===== src/rtl/mc_pkg.sv =====
// mc_pkg: shared state encodings, opcode/funct constants and select codes for the multi-cycle controller.
package mc_pkg;
    typedef enum logic [3:0] {
        S_FETCH   = 4'd0,
        S_DECODE  = 4'd1,
        S_MEMADR  = 4'd2,
        S_MEMRD   = 4'd3,
        S_MEMWB   = 4'd4,
        S_MEMWR   = 4'd5,
        S_EXECUTE = 4'd6,
        S_ALUWB   = 4'd7,
        S_BRANCH  = 4'd8,
        S_ADDIEX  = 4'd9,
        S_ADDIWB  = 4'd10,
        S_JUMP    = 4'd11
    } state_t;
    localparam logic [5:0] OP_RTYPE = 6'b000000;
    localparam logic [5:0] OP_LW    = 6'b100011;
    localparam logic [5:0] OP_SW    = 6'b101011;
    localparam logic [5:0] OP_BEQ   = 6'b000100;
    localparam logic [5:0] OP_ADDI  = 6'b001000;
    localparam logic [5:0] OP_J     = 6'b000010;
    localparam logic [5:0] FN_ADD   = 6'b100000;
    localparam logic [5:0] FN_SUB   = 6'b100010;
    localparam logic [5:0] FN_AND   = 6'b100100;
    localparam logic [5:0] FN_OR    = 6'b100101;
    localparam logic [5:0] FN_SLT   = 6'b101010;
    localparam logic [2:0] ALU_ADD  = 3'b010;
    localparam logic [2:0] ALU_SUB  = 3'b110;
    localparam logic [2:0] ALU_AND  = 3'b000;
    localparam logic [2:0] ALU_OR   = 3'b001;
    localparam logic [2:0] ALU_SLT  = 3'b111;
    localparam logic [1:0] SRCB_REGB = 2'b00;
    localparam logic [1:0] SRCB_FOUR = 2'b01;
    localparam logic [1:0] SRCB_IMM  = 2'b10;
    localparam logic [1:0] SRCB_IMM2 = 2'b11;
    localparam logic [1:0] PC_ALU    = 2'b00;
    localparam logic [1:0] PC_ALUOUT = 2'b01;
    localparam logic [1:0] PC_JUMP   = 2'b10;
endpackage


===== src/rtl/mc_alu_decoder.sv =====
// mc_alu_decoder: R-type funct to ALU operation, flagging unsupported funct codes.
module mc_alu_decoder
    import mc_pkg::*;
(
    input  logic [5:0] funct,
    output logic [2:0] alucontrol,
    output logic       funct_legal
);
    always_comb begin
        alucontrol  = ALU_ADD;
        funct_legal = 1'b1;
        case (funct)
            FN_ADD:  alucontrol = ALU_ADD;
            FN_SUB:  alucontrol = ALU_SUB;
            FN_AND:  alucontrol = ALU_AND;
            FN_OR:   alucontrol = ALU_OR;
            FN_SLT:  alucontrol = ALU_SLT;
            default: funct_legal = 1'b0;
        endcase
    end
endmodule


===== src/rtl/mc_main_controller.sv =====
// mc_main_controller: Moore FSM sequencing the multi-cycle MIPS datapath.
// Define MC_MEM_WAIT_EN to stall FETCH/MEMRD/MEMWR until mem_ready.
module mc_main_controller
    import mc_pkg::*;
#(
    parameter int STATE_W = 4
) (
    input  logic               clk,
    input  logic               reset,
    input  logic [5:0]         opcode,
    input  logic [5:0]         funct,
    input  logic               zero,
    input  logic               mem_ready,
    output logic               pcen,
    output logic               irwrite,
    output logic               memwrite,
    output logic               regwrite,
    output logic               iord,
    output logic               alusrca,
    output logic [1:0]         alusrcb,
    output logic [1:0]         pcsrc,
    output logic               regdst,
    output logic               memtoreg,
    output logic [2:0]         alucontrol,
    output logic               retire,
    output logic               illegal_op,
    output logic [STATE_W-1:0] state_dbg
);
    state_t     state, state_nx;
    logic       ready, pcwrite, branch, irw, mw, rw, ret;
    logic       funct_legal, op_legal;
    logic [2:0] fn_alu;
`ifdef MC_MEM_WAIT_EN
    assign ready = mem_ready;
`else
    logic unused_mem_ready;
    assign unused_mem_ready = mem_ready;
    assign ready = 1'b1;
`endif
    mc_alu_decoder u_alu_decoder (
        .funct       (funct),
        .alucontrol  (fn_alu),
        .funct_legal (funct_legal)
    );
    assign op_legal = (opcode inside {OP_LW, OP_SW, OP_BEQ, OP_ADDI, OP_J}) ||
                      (opcode == OP_RTYPE && funct_legal);
    always_ff @(posedge clk or negedge reset) begin
        if (!reset) begin
            state      <= S_FETCH;
            illegal_op <= 1'b0;
        end else begin
            state <= state_nx;
            if (state == S_DECODE && !op_legal) illegal_op <= 1'b1;
        end
    end
    always_comb begin
        state_nx   = S_FETCH;
        irw        = 1'b0;
        mw         = 1'b0;
        rw         = 1'b0;
        ret        = 1'b0;
        pcwrite    = 1'b0;
        branch     = 1'b0;
        iord       = 1'b0;
        alusrca    = 1'b0;
        alusrcb    = SRCB_REGB;
        pcsrc      = PC_ALU;
        regdst     = 1'b0;
        memtoreg   = 1'b0;
        alucontrol = ALU_ADD;
        case (state)
            S_FETCH: begin
                alusrcb  = SRCB_FOUR;
                irw      = ready;
                pcwrite  = ready;
                state_nx = ready ? S_DECODE : S_FETCH;
            end
            S_DECODE: begin
                alusrcb = SRCB_IMM2;
                case (opcode)
                    OP_LW, OP_SW: state_nx = S_MEMADR;
                    OP_RTYPE:     state_nx = funct_legal ? S_EXECUTE : S_FETCH;
                    OP_BEQ:       state_nx = S_BRANCH;
                    OP_ADDI:      state_nx = S_ADDIEX;
                    OP_J:         state_nx = S_JUMP;
                    default:      state_nx = S_FETCH;
                endcase
            end
            S_MEMADR: begin
                alusrca  = 1'b1;
                alusrcb  = SRCB_IMM;
                state_nx = (opcode == OP_LW) ? S_MEMRD : S_MEMWR;
            end
            S_MEMRD: begin
                iord     = 1'b1;
                state_nx = ready ? S_MEMWB : S_MEMRD;
            end
            S_MEMWB: begin
                memtoreg = 1'b1;
                rw       = 1'b1;
                ret      = 1'b1;
            end
            S_MEMWR: begin
                iord     = 1'b1;
                mw       = ready;
                ret      = ready;
                state_nx = ready ? S_FETCH : S_MEMWR;
            end
            S_EXECUTE: begin
                alusrca    = 1'b1;
                alucontrol = fn_alu;
                state_nx   = S_ALUWB;
            end
            S_ALUWB: begin
                regdst = 1'b1;
                rw     = 1'b1;
                ret    = 1'b1;
            end
            S_BRANCH: begin
                alusrca    = 1'b1;
                alucontrol = ALU_SUB;
                pcsrc      = PC_ALUOUT;
                branch     = 1'b1;
                ret        = 1'b1;
            end
            S_ADDIEX: begin
                alusrca  = 1'b1;
                alusrcb  = SRCB_IMM;
                state_nx = S_ADDIWB;
            end
            S_ADDIWB: begin
                rw  = 1'b1;
                ret = 1'b1;
            end
            S_JUMP: begin
                pcsrc   = PC_JUMP;
                pcwrite = 1'b1;
                ret     = 1'b1;
            end
            default: state_nx = S_FETCH;
        endcase
    end
    // Enables are gated by reset so nothing can write while reset is held.
    assign pcen      = reset & (pcwrite | (branch & zero));
    assign irwrite   = reset & irw;
    assign memwrite  = reset & mw;
    assign regwrite  = reset & rw;
    assign retire    = reset & ret;
    assign state_dbg = STATE_W'(state);
endmodule


===== config.mk =====
export PLATFORM = sky130hd
export DESIGN_NAME = mc_main_controller
export DESIGN_NICKNAME = d
export VERILOG_FILES = /design/src/rtl/mc_pkg.sv /design/src/rtl/mc_alu_decoder.sv /design/src/rtl/mc_main_controller.sv
export SDC_FILE = /design/constraint.sdc
export NUM_CORES = 1
export LEC_CHECK = 0
export CELL_PAD_IN_SITES_DETAIL_PLACEMENT = 2
export CELL_PAD_IN_SITES_GLOBAL_PLACEMENT = 2
export CORE_ASPECT_RATIO = 1.75
export CORE_MARGIN = 3
export CORE_UTILIZATION = 15
export DETAILED_ROUTE_END_ITERATION = 8
export GPL_TIMING_DRIVEN = 1
export HOLD_SLACK_MARGIN = 0.1
export PLACE_DENSITY_LB_ADDON = 0.1
export SLEW_MARGIN = 20
export SYNTH_ARGS = -nofsm -noshare
export SYNTH_HDL_FRONTEND = slang
export SYNTH_SLANG_ARGS = --single-unit

===== constraint.sdc =====
create_clock -name clk -period 1.69 [get_ports clk]
set_clock_uncertainty 0.1 [all_clocks]
set_input_delay 0.4225 -clock clk [delete_from_list [all_inputs] [get_ports clk]]
set_output_delay 0.4225 -clock clk [all_outputs]
set_load 0.01 [all_outputs]

# ---- Word level (Yosys, flattened, before mapping)
# Index checks and enable logic that the tools add are counted.
dict set report classes {
  eq_ne 21
  mux 19
  bitwise 7
  reduce_logical 15
}
# op n
set ops {}
lappend ops {{$eq A6 B6 Y1 const B} 7}
lappend ops {{$pmux W4 S6} 1}
lappend ops {{$pmux W4 S5} 1}
lappend ops {{$eq A4 B3 Y1 const B} 4}
lappend ops {{$eq A4 B4 Y1 const B} 4}
lappend ops {{$pmux W3 S4} 1}
lappend ops {{$mux W1} 11}
lappend ops {{$eq A4 B2 Y1 const B} 2}
lappend ops {{$reduce_or A2 Y1} 4}
lappend ops {{$and A1 B1 Y1} 6}
lappend ops {{$eq A6 B2 Y1 const B} 1}
lappend ops {{$eq A6 B3 Y1 const B} 1}
lappend ops {{$eq A6 B4 Y1 const B} 1}
lappend ops {{$logic_not A6 Y1} 1}
lappend ops {{$mux W3} 2}
lappend ops {{$pmux W2 S3} 1}
lappend ops {{$pmux W3 S2} 1}
lappend ops {{$reduce_or A6 Y1} 1}
lappend ops {{$reduce_bool A5 Y1} 1}
lappend ops {{$reduce_or A5 Y1} 1}
lappend ops {{$eq A4 B1 Y1 const B} 1}
lappend ops {{$logic_not A4 Y1} 1}
lappend ops {{$pmux W2 S2} 1}
lappend ops {{$reduce_or A4 Y1} 1}
lappend ops {{5 further kinds} 6}
dict set report word_totals {
  wordCells 64
  regBits 5
  input_bits 16
  output_inout_bits 21
}

# ---- Logic depth before layout (Yosys ltp)
dict set report logic_depth {
  depth_word 7
  mapped_depth 5
  depth_no_buf 4
}

# ---- Modules after synthesis
# Synthesis repeated with hierarchy kept, for this count alone.
dict set report unflattened {
  cells_unflattened 83
  hier_area_um2 635.6
}
# mod area_per_inst_um2 seq_area_each_um2 cells_per_inst instances
set by_module_without_submodules {}
lappend by_module_without_submodules {mc_main_controller 549.3 125.1 74 1}
lappend by_module_without_submodules {mc_alu_decoder 86.3 0.0 9 1}

# ---- Least setup slack after synthesis
# OpenSTA, ideal clock, no wires.
dict set report synth_path {
  kind {reg-to-output}
  from {register state[3], in the netlist state_dbg[3]}
  to {output pcen}
  stages_incl_launch_ff 6
  path_buffers 1
  required_time_ns 1.167
  path_slack_ns -0.324
  t_arrival_ns 1.491
  cell_sequence {dfrtp_1 -> clkbuf_1 -> nand2b_1 -> nor3_1 -> a21oi_1 -> o21bai_1}
}
dict set report synth_between {
  elab_chain_cells 5
  elab_cells_between_ends 9
  cone_classes {eq/ne (2); mux (2); bitwise (3); reduce/logical (2)}
}
# element line
set synth_rtl {}
lappend synth_rtl {{start: declaration} mc_main_controller.sv:29} ;# state_t state, state_nx;
lappend synth_rtl {{start signal: assignment} mc_main_controller.sv:52} ;# state <= state_nx;
lappend synth_rtl {{$eq A4 B4 Y1 or $logic_not A4 Y1 (tied branches)} mc_main_controller.sv:71} ;# case (state)
lappend synth_rtl {{$reduce_or A2 Y1 (no source line) or $mux W1 (tied branches)} -}
lappend synth_rtl {{$mux W1 or $and A1 B1 Y1 (tied branches)} {mc_main_controller.sv:71, mc_main_controller.sv:144}}
lappend synth_rtl {{$or A1 B1 Y1 *} mc_main_controller.sv:144} ;# assign pcen = reset & (pcwrite | (branch & zero));
lappend synth_rtl {{$and A1 B1 Y1 *} mc_main_controller.sv:144}
lappend synth_rtl {{end: declaration} mc_main_controller.sv:14} ;# output logic pcen,
# Every way passes the cells marked *; elsewhere a longest branch is shown, timed or not.

# ---- Worst setup path after layout
dict set report layout_path {
  from {register state[3], in the netlist state_dbg[3]}
  to {output alucontrol[2]}
}
dict set report layout_between {
  elab_chain_cells 2
  elab_cells_between_ends 3
  cone_classes {eq/ne (2); mux (1)}
}
# element line
set layout_rtl {}
lappend layout_rtl {{$eq A4 B4 Y1 or $eq A4 B3 Y1 (tied branches)} mc_main_controller.sv:71}
lappend layout_rtl {{$pmux W3 S2 *} mc_main_controller.sv:71}
lappend layout_rtl {{end: declaration} mc_main_controller.sv:24} ;# output logic [2:0] alucontrol,
# Marks and branches as above.

==> flow_summary.ini <==
[critical_path]
cp_slowest_cell = dfrtp_2
r2r-end = state_dbg[2]
path_cells = buf_6 > nor2_4 > nand4b_1 > buf_4 > o21bai_4 > buf_6
crit_path_end_kind = output pin
reg2reg_depth = 4
cpPeakStageDelay_ns = 0.48
rrSetupSlack_ns = 0.12
cp_common_cell = buf_6
timing.rr.start = state_dbg[2]
path_class = flip-flop to output pin
critical_path_arrival_ns = 1.53
startpoint_type = flip-flop
cp.required_ns = 1.17
cp_max_fo = 5

[cts]
cts.sinks = 5
cts.clk_slew.worst_paths_ns = 0.04
cts_tree = done
cts-htree-levels = 1
clock-root-buffer = clkbuf_8
cts_buffers = 3
cts_buffer_depth = 2
clock_latency_ns = 0.22

[global_routing]
gr-usage-all-layers_pct = 16.5
gr-usage-met2_pct = 34.3
grt_start_max_net_pins = 10
antenna_found_initial = 0
use_met1_pct = 15.7
grt_busiest_layer = met2
globalRoute.totalOverflow = 0
gr-usage-met3_pct = 1.72
first_global_vias = 1068
grt_pass1_wl_um = 5470

[synthesis]
async_flop_share_pct = 100
synthFlopType = dfrtp_1
synth_edf_count = 0
yosysSeqAreaShare_pct = 22.0
ys_warn_count = 0
syn_area_per_cell_um2 = 7.03
ys_types = 35
ys_seq_elements = 5
syn_nets = 97
syn_inst = 81
syn_area_um2 = 569

[sta]
finalSetupViolCount = 18
finalCritPeriodShare_pct = 121
rsz0062_at_grt = true
period_minus_slack_ns = 2.05
worst_slack_ns = -0.360
fmax_mhz = 488
drv_slew = 0
worst-slew-pin-transition_ns = 0.281
maxSlewHeadroom_pct = 81.3
hold_violations = 0
holdWs_ns = 0.285

[power_and_ir_drop]
pwr-share-seq_pct = 13.6
clkPwrFrac_pct = 18.0
p_int_w = 0.000758
p_total_w = 0.00127
switchingPower_w = 0.000511
p_leak_nw = 0.690
power_density_nw_per_um2 = 781
combPwrFrac_pct = 68.4
peakVddDrop_uv = 709
power_switching_share_pct = 40.3

[die]
start_util_pct = 15.7
ios = 37
num_rows = 29
die_height_um = 87.5
dieArea_um2 = 4600
core_area_um2 = 3630
die_x_um = 52.6

[outcome]
outcome = complete, but fails checks
violations = setup timing

[final_layout]
fin_nets = 179
diodes = 0
final_common_cell = buf_4
final_core_util_pct = 44.8
final_cell_mix = buf_4 (29), buf_6 (26), buf_2 (11)
drive_above_1_share_pct = 72.8
fillers = 404
synthToLayoutAreaGrowth_pct = 185

[placement]
place.gp.congestion = 0.774
hpwl_um = 2420
port_buffers = 35

[detailed_routing]
wire_per_inst_um = 16.8
routed_wirelength_um = 3490
drc = 0
via_per_inst = 4.51
first_iter_violations = 1
vias = 938
ant_nets = 0
firstDrtPassIters = 2

[run]
maxCapViolations = 0

[min_path]
holdCritPathClass = primary input to async pin
[state kept, by name (all words and copies together) (netlist names)]
register / count
state_dbg: 4
illegal_op: 1
[worst max-delay path, delay by kind of cell (launching register included)]
| family | cells | cell delay, ns |
|---|---|---|
| buffers and inverters | 3 | 0.44 |
| AOI/OAI and AO/OA | 1 | 0.11 |
| and+or+nand+nor | 2 | 0.26 |
| DFF | 1 | 0.48 |
[power groups by stage]
stage	Clock, W	Sequential (W)	Combinational [W]
floorplan	0	0.000167	0.000287
global placement	0	0.000162	0.000638
detailed placement	0	0.000162	0.000655
CTS	0.000224	0.000171	0.000787
global route	0.000252	0.000175	0.000935
finish	0.000228	0.000173	0.000868
[worst max-delay path by stage]
stage / start / endpoint / slack [ns] / cells past startpoint
2_1_floorplan: state_dbg[3] / regwrite / -0.03 / 5
3_3_place_gp: funct[2] / alucontrol[0] / -0.89 / 6
3_5_place_dp: funct[1] / alucontrol[0] / -0.94 / 5
4_1_cts: state_dbg[2] / alucontrol[2] / -0.35 / 6
5_1_grt: state_dbg[3] / alucontrol[2] / -0.44 / 6
6_report: state_dbg[3] / alucontrol[2] / -0.36 / 6
[layout make-up]
| class | count | area, um^2 | area share, % |
|---|---|---|---|
| Clock buffer | 4 | 45.0 | 2.77 |
| Inverter | 5 | 18.8 | 1.16 |
| Multi-Input combinational cell | 67 | 671 | 41.3 |
| Sequential cell | 5 | 129 | 7.94 |
| Tap cell | 46 | 57.6 | 3.54 |
| Timing Repair Buffer | 81 | 703 | 43.3 |
[cell usage after synthesis, types with 2 or more instances]
library cell	instances	area, um^2
nand2_1	9	33.8
nor3_1	6	30.0
a21oi_1	4	20.0
o21bai_1	2	15.0
inv_1	5	18.8
nor3b_1	2	15.0
xnor2_1	2	17.5
or4_1	2	15.0
nand2b_1	6	37.5
clkbuf_1	3	11.3
nor2_1	12	45.0
dfrtp_1	5	125
[routing by layer]
| metal | up-vias | share of wire [%] |
|---|---|---|
| met4 | 0 | 0.77 |
| met3 | 2 | 2.8 |
| met2 | 22 | 63 |
| met5 | - | 0 |
| li1 | 453 | - |
| met1 | 461 | 33 |
[stage by stage]
step	setup WS, ns	instance area (um^2)	setup TNS (ns)	cells
2_1_floorplan	-0.0280	656	-0.0537	81
3_3_place_gp	-0.886	1270	-10.90	191
3_5_place_dp	-0.937	1270	-11.30	191
4_1_cts	-0.352	1500	-3.29	208
5_1_grt	-0.437	1620	-4.49	208
6_report	-0.360	1620	-3.36	208
[cells by family (layout without fill, tap and decap cells)]
logic type	count (synthesis)	after routing	synth area share (%)
AO/OA/AOI/OAI	18	18	24.0
AND/OR/NAND/NOR	46	46	43.1
XOR/XNOR	2	2	3.08
multiplexers	1	1	1.98
flip-flops	5	5	22.0
buffers and inverters	9	90	5.93
[what timing repair did]
action / CTS / global route
gates resized for setup: 133 / 39
endpoints found under the setup margin: 25 / 23
pin swaps: 17 / 21
buffers inserted: 15 / 3
hold buffers: 0 / 0
(Power assumes the default switching activity.)
